### config.mk
export PLATFORM = sky130hd
export DESIGN_NAME = bus_arbiter
export DESIGN_NICKNAME = d
export VERILOG_FILES = /design/src/rtl/bus_arbiter.sv
export SDC_FILE = /design/constraint.sdc
export NUM_CORES = 1
export LEC_CHECK = 0
export ABC_AREA = 1
export CORE_UTILIZATION = 48
export DETAILED_ROUTE_END_ITERATION = 12
export PLACE_DENSITY = 0.83
export SYNTH_ARGS = -nofsm -noshare
export SYNTH_HDL_FRONTEND = slang
export SYNTH_SLANG_ARGS = --single-unit
### constraint.sdc
create_clock -name sys_clk -period 1.6 [get_ports sys_clk]
set_input_delay 0.32 -clock sys_clk [delete_from_list [all_inputs] [get_ports sys_clk]]
set_output_delay 0.32 -clock sys_clk [all_outputs]
set_load 0.005 [all_outputs]
### src/rtl/bus_arbiter.sv
`default_nettype none
// ============================================================================
// Module      : bus_arbiter
// Description : Registered three-way arbiter for the shared memory bus.
//               Grants ownership to the object processor, blitter or GPU
//               via one-hot bus-acknowledge outputs and holds ownership
//               while a memory cycle is in flight (mreq seen, ack pending).
//               Optional macro ARB_BURST_LIMIT_EN adds a per-tenure ack
//               counter that forces release after BURST_MAX acks when
//               another requester is waiting.
// Revision    : 1.0 - initial release
// ============================================================================
module bus_arbiter #(
    parameter int BURST_MAX   = 8,
    parameter int TURN_CYCLES = 1
) (
    input  logic       sys_clk,
    input  logic       reset,
    input  logic       op_req,
    input  logic       blit_breq,
    input  logic       gpu_breq,
    input  logic       blit_hipri,
    input  logic       mreq,
    input  logic       ack,
    output logic       op_back,
    output logic       blit_back,
    output logic       gpu_back,
    output logic [1:0] owner,
    output logic       bus_idle
);

    localparam logic [1:0] c_ST_IDLE = 2'd0;
    localparam logic [1:0] c_ST_OWN  = 2'd1;
    localparam logic [1:0] c_ST_TURN = 2'd2;

    localparam logic [1:0] c_OWN_NONE = 2'd0;
    localparam logic [1:0] c_OWN_OP   = 2'd1;
    localparam logic [1:0] c_OWN_BLIT = 2'd2;
    localparam logic [1:0] c_OWN_GPU  = 2'd3;

    localparam logic [2:0] c_TURN_LAST = 3'(TURN_CYCLES);

    // Reject out-of-range configurations at elaboration time.
    if (BURST_MAX < 1 || BURST_MAX > 255 || TURN_CYCLES < 1 || TURN_CYCLES > 7) begin : g_param_check
        $error("bus_arbiter: BURST_MAX or TURN_CYCLES out of range");
    end

    logic [1:0] r_state;
    logic [1:0] r_owner;
    logic       r_inflight;
    logic [2:0] r_turn_cnt;
    logic       r_prefer_gpu;

    logic [1:0] w_state_nxt;
    logic [1:0] w_owner_nxt;
    logic [2:0] w_turn_cnt_nxt;
    logic       w_prefer_gpu_nxt;
    logic       w_inflight_nxt;
    logic [1:0] w_winner;
    logic       w_grant;
    logic       w_owner_req;
    logic       w_preempt;
    logic       w_safe;
    logic       w_release;
    logic       w_burst_release;

    // Priority / round-robin choice among the current requesters.
    always_comb begin
        w_winner = c_OWN_NONE;
        if (op_req) begin
            w_winner = c_OWN_OP;
        end else if (blit_hipri && blit_breq) begin
            w_winner = c_OWN_BLIT;
        end else if (blit_breq && gpu_breq) begin
            w_winner = r_prefer_gpu ? c_OWN_GPU : c_OWN_BLIT;
        end else if (blit_breq) begin
            w_winner = c_OWN_BLIT;
        end else if (gpu_breq) begin
            w_winner = c_OWN_GPU;
        end
    end

    // Request line of whoever currently owns the bus.
    always_comb begin
        w_owner_req = 1'b0;
        case (r_owner)
            c_OWN_OP:   w_owner_req = op_req;
            c_OWN_BLIT: w_owner_req = blit_breq;
            c_OWN_GPU:  w_owner_req = gpu_breq;
            default:    w_owner_req = 1'b0;
        endcase
    end

    // Blitter and GPU owner codes both have bit 1 set, so that bit flags
    // an owner the OP is allowed to preempt.
    assign w_preempt = r_owner[1] & op_req;

    // Nothing outstanding, or the outstanding cycle completes this cycle.
    assign w_safe = (~r_inflight & ~mreq) | ack;

    assign w_release = (r_state == c_ST_OWN) & w_safe &
                       (~w_owner_req | w_preempt | w_burst_release);

`ifdef ARB_BURST_LIMIT_EN
    localparam logic [7:0] c_BURST_MAX = 8'(BURST_MAX);

    logic [7:0] r_burst_cnt;
    logic [7:0] w_burst_cnt_inc;
    logic       w_other_req;

    // Anyone other than the current owner asking for the bus.
    always_comb begin
        w_other_req = 1'b0;
        case (r_owner)
            c_OWN_OP:   w_other_req = blit_breq | gpu_breq;
            c_OWN_BLIT: w_other_req = op_req | gpu_breq;
            c_OWN_GPU:  w_other_req = op_req | blit_breq;
            default:    w_other_req = 1'b0;
        endcase
    end

    // Counter saturates at the limit so an uncontested owner keeps the bus.
    assign w_burst_cnt_inc = (r_burst_cnt == c_BURST_MAX) ? r_burst_cnt
                                                          : r_burst_cnt + 8'd1;
    assign w_burst_release = (r_state == c_ST_OWN) & ack &
                             (w_burst_cnt_inc == c_BURST_MAX) & w_other_req;

    // Count acks within the current tenure; cleared outside OWN and on release.
    always_ff @(posedge sys_clk) begin
        if (reset) begin
            r_burst_cnt <= 8'd0;
        end else if (r_state != c_ST_OWN || w_release) begin
            r_burst_cnt <= 8'd0;
        end else if (ack) begin
            r_burst_cnt <= w_burst_cnt_inc;
        end
    end
`else
    assign w_burst_release = 1'b0;
`endif

    // Next-state, next-owner and turnaround counter logic.
    always_comb begin
        w_state_nxt    = r_state;
        w_owner_nxt    = r_owner;
        w_turn_cnt_nxt = r_turn_cnt;
        w_grant        = 1'b0;
        case (r_state)
            c_ST_IDLE: begin
                w_owner_nxt = c_OWN_NONE;
                if (w_winner != c_OWN_NONE) begin
                    w_state_nxt = c_ST_OWN;
                    w_owner_nxt = w_winner;
                    w_grant     = 1'b1;
                end
            end
            c_ST_OWN: begin
                if (w_release) begin
                    w_state_nxt    = c_ST_TURN;
                    w_owner_nxt    = c_OWN_NONE;
                    w_turn_cnt_nxt = 3'd1;
                end
            end
            c_ST_TURN: begin
                w_owner_nxt = c_OWN_NONE;
                if (r_turn_cnt >= c_TURN_LAST) begin
                    w_turn_cnt_nxt = 3'd0;
                    if (w_winner != c_OWN_NONE) begin
                        w_state_nxt = c_ST_OWN;
                        w_owner_nxt = w_winner;
                        w_grant     = 1'b1;
                    end else begin
                        w_state_nxt = c_ST_IDLE;
                    end
                end else begin
                    w_turn_cnt_nxt = r_turn_cnt + 3'd1;
                end
            end
            default: begin
                w_state_nxt    = c_ST_IDLE;
                w_owner_nxt    = c_OWN_NONE;
                w_turn_cnt_nxt = 3'd0;
            end
        endcase
    end

    // Round-robin pointer and in-flight tracking; ack is only meaningful in OWN.
    always_comb begin
        w_prefer_gpu_nxt = r_prefer_gpu;
        if (w_grant && w_owner_nxt == c_OWN_BLIT) begin
            w_prefer_gpu_nxt = 1'b1;
        end else if (w_grant && w_owner_nxt == c_OWN_GPU) begin
            w_prefer_gpu_nxt = 1'b0;
        end

        w_inflight_nxt = r_inflight;
        if (r_state == c_ST_OWN) begin
            if (ack) begin
                w_inflight_nxt = 1'b0;
            end else if (mreq) begin
                w_inflight_nxt = 1'b1;
            end
        end
    end

    // State registers; reset drops any grant regardless of cycles in flight.
    always_ff @(posedge sys_clk) begin
        if (reset) begin
            r_state      <= c_ST_IDLE;
            r_owner      <= c_OWN_NONE;
            r_inflight   <= 1'b0;
            r_turn_cnt   <= 3'd0;
            r_prefer_gpu <= 1'b0;
        end else begin
            r_state      <= w_state_nxt;
            r_owner      <= w_owner_nxt;
            r_inflight   <= w_inflight_nxt;
            r_turn_cnt   <= w_turn_cnt_nxt;
            r_prefer_gpu <= w_prefer_gpu_nxt;
        end
    end

    // Outputs decode straight from the owner register, so they are one-hot
    // by construction and carry no combinational path from the inputs.
    assign op_back   = (r_owner == c_OWN_OP);
    assign blit_back = (r_owner == c_OWN_BLIT);
    assign gpu_back  = (r_owner == c_OWN_GPU);
    assign owner     = r_owner;
    assign bus_idle  = (r_owner == c_OWN_NONE);

endmodule
`default_nettype wire

# == Yosys cells after proc, flatten, opt, wreduce, memory -nomap -nowiden ==
# Index checks and enable logic that the tools add are counted.
# op_classes
add_sub_neg,1
n_mul,0
n_div,0
n_lt_le_gt_ge,1
n_eq_ne,10
n_shift,0
muxes,26
bitwise_logic,10
reduce_logical,12
# ops
cell,n
$mux 2,11
$pmux 2 s3,2
$eq 2x2->1 const B,5
$pmux 3 s3,1
$mux 1,8
$mux 3,2
$ne 2x2->1 const B,3
$reduce_bool 2->1,3
$and 1x1->1,4
$eq 2x1->1 const B,2
$logic_and 1x1->1,4
$logic_not 2->1,2
$not 1->1,4
$reduce_and 2->1,2
$add 3x1->3 const B,1
$ge 3x1->1 const B,1
$pmux 1 s3,1
$reduce_and 3->1,1
$or 1x1->1,2
$pmux 1 s2,1
# word_totals
ff_bits,9
latchBits,0
mem_bits_rw,0
mem_bits_ro,0
out_inout_bits,6
elab_cells,65
mem_count,0

# == Longest topological paths before layout ==
# Gate-level depths: netlist of the first run.
# depth
word_depth,13
ltp_mapped,11
mapped_depth_nobuf,11

# == Least setup slack after synthesis of the first run ==
# OpenSTA, ideal clock, no wires.
# synth_timing
kind,reg2reg
startpoint,reg r_state[1]
endpoint,reg r_turn_cnt[1]
setup_time_ns,0.115
arrival_ns,1.269
required_time_ns,1.485
path_slack_ns,0.216
stages_incl_launch_ff,9
path_buffers,0
synth_period_minus_slack_ns,1.384
path_cell_list,dfxtp_1 inv_1 ha_1 inv_1 nor2_2 nand2_2 nand2_4 nand2_4 o21a_1
# synth_via
elab_chain_cells,5
elab_cells_between_ends,9
cone_classes,eq/ne (3); mux (1); bitwise (3); reduce/logical (2)
# synth_rtl
item,line_no,source
"start, declared",48,logic [1:0] r_state;
"start signal, assigned",209,r_state <= c_ST_IDLE;
"start signal, assigned",215,r_state <= w_state_nxt;
$eq 2x1->1,"101, 148",
$and 1x1->1 (2 in a row),101,assign w_release = (r_state == c_ST_OWN) & w_safe &
$ne 2x2->1 (no source line),n/a,
$reduce_and 2->1 (no source line),n/a,
"end signal, assigned",218,r_turn_cnt <= w_turn_cnt_nxt;
"end, declared",51,logic [2:0] r_turn_cnt;
# Parallel ways exist; a longest one is shown, timed or not.
# A chain may end at the register's enable or synchronous reset.

# == Final worst setup path of the first run ==
# layout_timing
startpoint,"reg r_owner[0], in the netlist owner[0]"
endpoint,out gpu_back
# layout_via
elab_chain_cells,1
# layout_rtl
item,line_no,source
"start, declared",49,logic [1:0] r_owner;
"start signal, assigned",210,r_owner <= c_OWN_NONE;
"start signal, assigned",216,r_owner <= w_owner_nxt;
$eq 2x2->1,227,assign gpu_back = (r_owner == c_OWN_GPU);
"end, declared",27,"output logic gpu_back,"
# Every way passes these cells.

==> run summary, run 1 <==
Syn Std Cell Area = 635.6 µm²
# setup viols final = 0
Sequential fraction of the synthesis area = 0.2835
H-tree levels = 1
Largest delay share family, worst path = buffers and inverters
I/O pins = 14
Worst-Margin Slew = 283.9 ps
Nets = 130
Pre-antenna DRT Iters = 4
Slew Limit Fails = 0
Inserted Clock Buffers = 3
Clock transition at path regs = 70 ps
Tmin final = 1545 ps
Post-DRT Antenna Nets = 0
Syn Area/Cell = 6.762 µm²
Sink Count = 9
Cts hold-fix bufs = 0
Crit path cell chain = nand2_1 -> inv_1 -> clkdlybuf4s50_1
Max Cap Violations = 0
Clock network fraction of design power = 0.131
Initial core utilization = 0.5427
Layout area overhead = 33.66%
Element type at the critical path start = flop
Die height = 38.39 µm
CP required = 1280 ps
Switching power of the nets = 0.6086 mW
RSZ-0062 raised after global routing = false
FMAX = 0.6473 GHz
Top routing layer in use = met4
Setup CP Type = reg -> out
First-pass GRT wire length = 2152 µm
Post-synth ARST share = 0
Peak VDD IR = 0.0008910 V
GR Util All Layers = 0.2089
Initial DRC Count = 34
Critical path's largest stage delay = 480 ps
Synth Net Count = 108
Leak = 0.4246 nW
Post-Route WL = 1356 µm
Non-Filler Instances = 129
Cells after Synth = 94
Flop pwr share = 0.280
Worst-skew pair later-pin latency = 270 ps
DR vias/cell = 5.078
Number of synthesized register bits = 9
PD cells = 1631 nW/µm²
Clk buf depth = 2
M1 WL = 634 µm
Total power = 1.385 mW
Largest net degree at the start of global routing = 10
# diodes = 0
Status = finished, final reports clean
Switching share of total power = 0.4393
DRC = 0
Comb pwr share = 0.589
Wire per inst = 10.51 µm
Worst Setup End Kind = output port
Hold Violations, Final = 0
Total congestion overflow = 0
CTS tree = built
Vias in the first global route = 534
Initial antenna violation count = 0
Min-delay worst type = reg -> reg
Synth cell types = 19
Row count = 12
Post-synth EDFFs = 0
Final TNS setup = 0 ps
Root Driver = clkbuf_4
Input/output buffers = 13
Share of post-route cells with drive strength above 1 = 0.1565
P_int = 0.7767 mW
Crit path max fanout = 6
Post-Route Skew = 7.177 ps
Fill count = 94
CP bufs+invs = 2
Met2 wire len = 639 µm
Die X = 38.39 µm
Hold Slack = 489.1 ps
Core ar. = 1171 µm²
Critical Path AT = 1220 ps
YS warnings = 0
Placed cell count = 123
Gpl congestion = 0.8255
Critical path's slowest cell = clkdlybuf4s50_1
Met3 wire len = 59 µm
Fin crit share = 0.9655
Ys flop type = dfxtp_1
Post-DP HPWL = 989.3 µm
Rel. slew slack = 0.8101
Vias = 655
Die ar. = 1474 µm²
## path summary, 6_finish.rpt
| kind | slack [ps] | cells past startpoint | start | endpoint |
|---|---|---|---|---|
| hold reg to reg | 490 | 2 | r_prefer_gpu | r_prefer_gpu |
| setup / recovery | 60 | 3 | owner[0] | gpu_back |
| setup reg to reg | 230 | 9 | r_turn_cnt[1] | r_prefer_gpu |
| hold / removal | 490 | 2 | r_prefer_gpu | r_prefer_gpu |
## power groups by stage
stage                     logic, mW  clock network, mW  registers, mW
after CTS                     0.787              0.186          0.392
after detailed placement      0.789                  0          0.391
after floorplan               0.562                  0          0.366
final                         0.816              0.181          0.388
after global routing          0.934              0.202          0.398
after global placement        0.780                  0          0.386
## cells in the final DEF (no fill, tap or decap)
cell type	n
dlygate4sd2_1	3
dfxtp_4	2
nor3b_1	1
a21oi_2	1
clkdlybuf4s50_1	10
nand4_1	2
nor3b_2	1
o21a_1	1
o21ai_0	2
o2111ai_1	1
nor2_1	9
a21oi_1	9
nor2_2	2
inv_1	17
nand2_1	17
dfxtp_1	7
buf_4	5
nand3_1	10
nor3_1	1
a211oi_1	1
ha_1	6
nand2_4	2
clkbuf_4	3
nand2_2	1
clkinv_2	1
## flip-flops by register name, indices dropped and copies added (netlist names)
| register | cells |
|---|---|
| r_inflight | 1 |
| r_state | 2 |
| r_prefer_gpu | 1 |
| r_turn_cnt | 3 |
| owner | 2 |
## layout make-up
class / instances / area (µm²) / area share
clock buffer: 3 / 22.52 / 0.02651
clock inverter: 1 / 5.005 / 0.005891
inverter: 17 / 63.81 / 0.07511
multi-input combinational: 67 / 389.1 / 0.4580
sequential: 9 / 187.7 / 0.2209
tap: 14 / 17.52 / 0.02062
timing repair buffer: 18 / 163.9 / 0.1929
## repair_timing
action / CTS / global route
endpoints found under the setup margin: 5 / 2
hold endpoints to repair: 0 / 0
buffers inserted: 1 / 1
resized for setup: 7 / 1
## metrics by stage
| step | util | worst slack, ps | instance area, µm² |
|---|---|---|---|
| 2_1_floorplan | - | 216.4 | 635.6 |
| 3_3_place_gp | 0.6816 | 10.25 | 798.3 |
| 3_5_place_dp | 0.6816 | -25.28 | 798.3 |
| 4_1_cts | 0.7147 | 30.12 | 837.1 |
| 5_1_grt | 0.7254 | 4.827 | 849.6 |
| 6_report | 0.7254 | 55.21 | 849.6 |
## per-layer routing
metal	GRT usage	vias up
li1	-	346
met5	0	-
met3	0.03488	2
met1	0.2817	292
met2	0.3305	15
met4	0.07759	0
## cells by family after synthesis
group / share of synthesized area
and+or+nand+nor: 0.3484
AOI/OAI and AO/OA: 0.1378
adders and majority gates: 0.1181
DFF: 0.2835
buffers and inverters: 0.1122
## cell usage after synthesis (all sizes together) (2+ instances only)
master	count	area share
nand2	20	0.15
inv	17	0.10
nor2	11	0.073
a21oi	10	0.085
nand3	10	0.079
dfxtp	9	0.28
ha	6	0.12
nand4	2	0.020
nor3b	2	0.024
o21ai	2	0.016
## tightest hold or removal path, cell delays in order, from the launching register on
cell and delay, ps:
dfxtp_1 330, a21oi_1 40, nor2_1 80
No activity file was read; power rests on OpenSTA's default activity.
==> inputs of run 2 (changes only) <==
--- a/config.mk
+++ b/config.mk
@@ -6,6 +6,7 @@
 export NUM_CORES = 1
 export LEC_CHECK = 0
 export ABC_AREA = 1
+export CORE_MARGIN = 2
 export CORE_UTILIZATION = 48
 export DETAILED_ROUTE_END_ITERATION = 12
 export PLACE_DENSITY = 0.83
==> constraint.sdc (replaced) <==
create_clock -name sys_clk -period 1.5 [get_ports sys_clk]
set_input_delay 0.3 -clock sys_clk [delete_from_list [all_inputs] [get_ports sys_clk]]
set_output_delay 0.3 -clock sys_clk [all_outputs]
set_load 0.005 [all_outputs]
==> run 2 against run 1 <==
Compared with the run above: worst setup slack improved by 20 ps; via count grew 2.4%; flip-flop and latch count did not move; core utilization down 3.2 points; largest power group unchanged.
==> run summary, run 2 (synthesized netlist as in run 1, its figures left out) <==
Fin crit share = 0.9501
Leak = 0.4443 nW (was 0.4246 nW)
Fill count = 107 (was 94)
Vias in the first global route = 525 (was 534)
Cell area after placement = 814.5 µm² (was 798.3 µm²)
Inserted Clock Buffers = 3 (unchanged)
Post-Route Skew = 1.878 ps (was 7.177 ps)
Row count = 13 (was 12)
Max FFs per register = 3 (unchanged)
Rel. slew slack = 0.8147 (was 0.8101)
Clk buf depth = 2 (unchanged)
Reg-to-reg endpoint = r_turn_cnt[0] (was r_prefer_gpu)
Cts hold-fix bufs = 0 (unchanged)
Worst-Margin Slew = 277.1 ps (was 283.9 ps)
RSZ-0062 raised after global routing = true (was false)
I/O pins = 14 (unchanged)
Die height = 40.39 µm (was 38.39 µm)
CP required = 1200 ps (was 1280 ps)
Sink Count = 9 (unchanged)
Setup CP Type = reg -> out (unchanged)
Wire per inst = 10.96 µm (was 10.51 µm)
Total power = 1.507 mW (was 1.385 mW)
Status = finished, final reports clean (unchanged)
Hold Violations, Final = 0 (unchanged)
Initial antenna violation count = 0 (unchanged)
DRC = 0 (unchanged)
Largest delay share family, worst path = buffers and inverters (unchanged)
Critical path's largest stage delay = 500 ps (was 480 ps)
Slew Limit Fails = 0 (unchanged)
Layout area overhead = 38.39% (was 33.66%)
Comb pwr share = 0.603 (was 0.589)
Nets = 134 (was 130)
Critical path's slowest cell = clkdlybuf4s50_1 (unchanged)
Tmin final = 1425 ps
Clock transition at path regs = 60 ps (was 70 ps)
H-tree levels = 1 (unchanged)
Crit path cell chain = clkdlybuf4s50_1 (was nand2_1 -> inv_1 -> clkdlybuf4s50_1)
Crit path max fanout = 5 (was 6)
R2R setup slack = 100 ps (was 230 ps)
First-pass GRT wire length = 2132 µm (was 2152 µm)
Crit path depth = 1 (was 3)
Clock network fraction of design power = 0.125 (was 0.131)
Post-DRT Antenna Nets = 0 (unchanged)
Finished layout cell area = 879.6 µm² (was 849.6 µm²)
Reg2reg path depth = 6 (was 9)
DR vias/cell = 5.007 (was 5.078)
Peak VDD IR = 0.001016 V (was 0.0008910 V)
Min-delay worst type = reg -> reg (unchanged)
P_int = 0.8536 mW (was 0.7767 mW)
PD cells = 1713 nW/µm² (was 1631 nW/µm²)
GR Util All Layers = 0.2030 (was 0.2089)
# diodes = 0 (unchanged)
Max Cap Violations = 0 (unchanged)
Worst-skew pair later-pin latency = 260 ps (was 270 ps)
FMAX = 0.7017 GHz
Element type at the critical path start = flop (unchanged)
Commonest non-fill, non-tap cell in the layout = inv_1
Switching share of total power = 0.4336 (was 0.4393)
# setup viols final = 0 (unchanged)
CTS tree = built (unchanged)
Input/output buffers = 13 (unchanged)
Worst Setup End Kind = output port (unchanged)
Die X = 40.39 µm (was 38.39 µm)
Post-Route WL = 1469 µm (was 1356 µm)
Vias = 671 (was 655)
Reg with most FFs = r_turn_cnt (unchanged)
Die ar. = 1631 µm² (was 1474 µm²)
Core ar. = 1269 µm² (was 1171 µm²)
Post-DP HPWL = 1061 µm (was 989.3 µm)
Total congestion overflow = 0 (unchanged)
Critical Path AT = 1130 ps (was 1220 ps)
Flop pwr share = 0.272 (was 0.280)
Root Driver = clkbuf_4 (unchanged)
Switching power of the nets = 0.6534 mW (was 0.6086 mW)
Commonest non-fill, non-tap cells in the layout = 17 x inv_1, 16 x nand2_1, 10 x nand3_1 (was 17 x inv_1, 17 x nand2_1, 10 x nand3_1, 10 x clkdlybuf4s50_1)
Pre-antenna DRT Iters = 4 (unchanged)
Crit path from = owner[0] (unchanged)
Initial core utilization = 0.5010 (was 0.5427)
Share of post-route cells with drive strength above 1 = 0.2101 (was 0.1565)
Gpl congestion = 0.8471 (was 0.8255)
Critical Path End = owner[0] (was gpu_back)
RR Startpoint = r_state[0] (was r_turn_cnt[1])
CP bufs+invs = 1 (was 2)
Largest net degree at the start of global routing = 8 (was 10)
Initial DRC Count = 22 (was 34)
==> run 2: cell types whose count changed in the layout (fill, tap and decap cells not counted) <==
| cell | previous run | this run |
|---|---|---|
| nand2_1 | 17 | 16 |
| clkbuf_2 | 0 | 1 |
| clkdlybuf4s50_1 | 10 | 9 |
| clkbuf_1 | 0 | 1 |
| clkinv_2 | 1 | 0 |
| dfxtp_2 | 0 | 2 |
| buf_4 | 5 | 9 |
| dfxtp_1 | 7 | 5 |
| nand2_2 | 1 | 2 |
==> run 2: routing by layer <==
metal | routed length, µm | vias to the layer above | part of all wire | GRT usage
li1 | - | 353 | - | -
met1 | 606 | 296 | 0.41 | 0.2193
met2 | 768 | 18 | 0.52 | 0.3492
met3 | 72 | 4 | 0.049 | 0.05000
met4 | 21 | 0 | 0.014 | 0.1250
met5 | 0 | - | 0 | 0
==> run 2: power groups by stage <==
stage / logic, mW / clock network [mW] / registers [mW]
floorplan: 0.599 / 0 / 0.390
detailed placement: 0.850 / 0 / 0.413
finish: 0.908 / 0.189 / 0.410
CTS: 0.893 / 0.198 / 0.404
global route: 1.01 / 0.209 / 0.419
global placement: 0.831 / 0 / 0.410
==> run 2: stage by stage <==
step / worst slack (ps) / utilization / hold WS, ps / instances / TNS, ps
final: 74.87 / 0.6933 / 493.1 / 134 / 0
after global routing: -20.33 / 0.6933 / 518.6 / 134 / -20.33
after CTS: 18.69 / 0.6893 / 495.3 / 134 / 0
after detailed placement: -96.72 / 0.6420 / 482.5 / 126 / -272.6
after global placement: -54.43 / 0.6420 / 472.7 / 126 / -125.1
after floorplan: 116.4 / - / 369.1 / 94 / 0
==> run 2: cell type report <==
| type | instances | area (µm²) | area share |
|---|---|---|---|
| repair buffers | 22 | 188.9 | 0.2148 |
| well taps | 15 | 18.77 | 0.02134 |
| flip-flops and latches | 9 | 190.2 | 0.2162 |
| inverters | 17 | 63.81 | 0.07255 |
| multi-input cells | 67 | 391.6 | 0.4452 |
| clock buffers | 4 | 26.28 | 0.02987 |
==> run 2: repair_timing <==
action / CTS / global route
pin swaps: 0 / 0
resized for setup: 9 / 5
buffers inserted: 4 / 0
setup endpoints to repair: 6 / 3
==> run 2: how the worst min path moves through the flow <==
stage,slack (ps),cells past startpoint,startpoint,end
after CTS,500,2,r_prefer_gpu,r_prefer_gpu
after floorplan,370,1,reset,r_turn_cnt[0]
after global routing,520,2,r_prefer_gpu,r_prefer_gpu
after global placement,470,2,r_prefer_gpu,r_prefer_gpu
after detailed placement,480,2,r_prefer_gpu,r_prefer_gpu
final,490,2,r_prefer_gpu,r_prefer_gpu
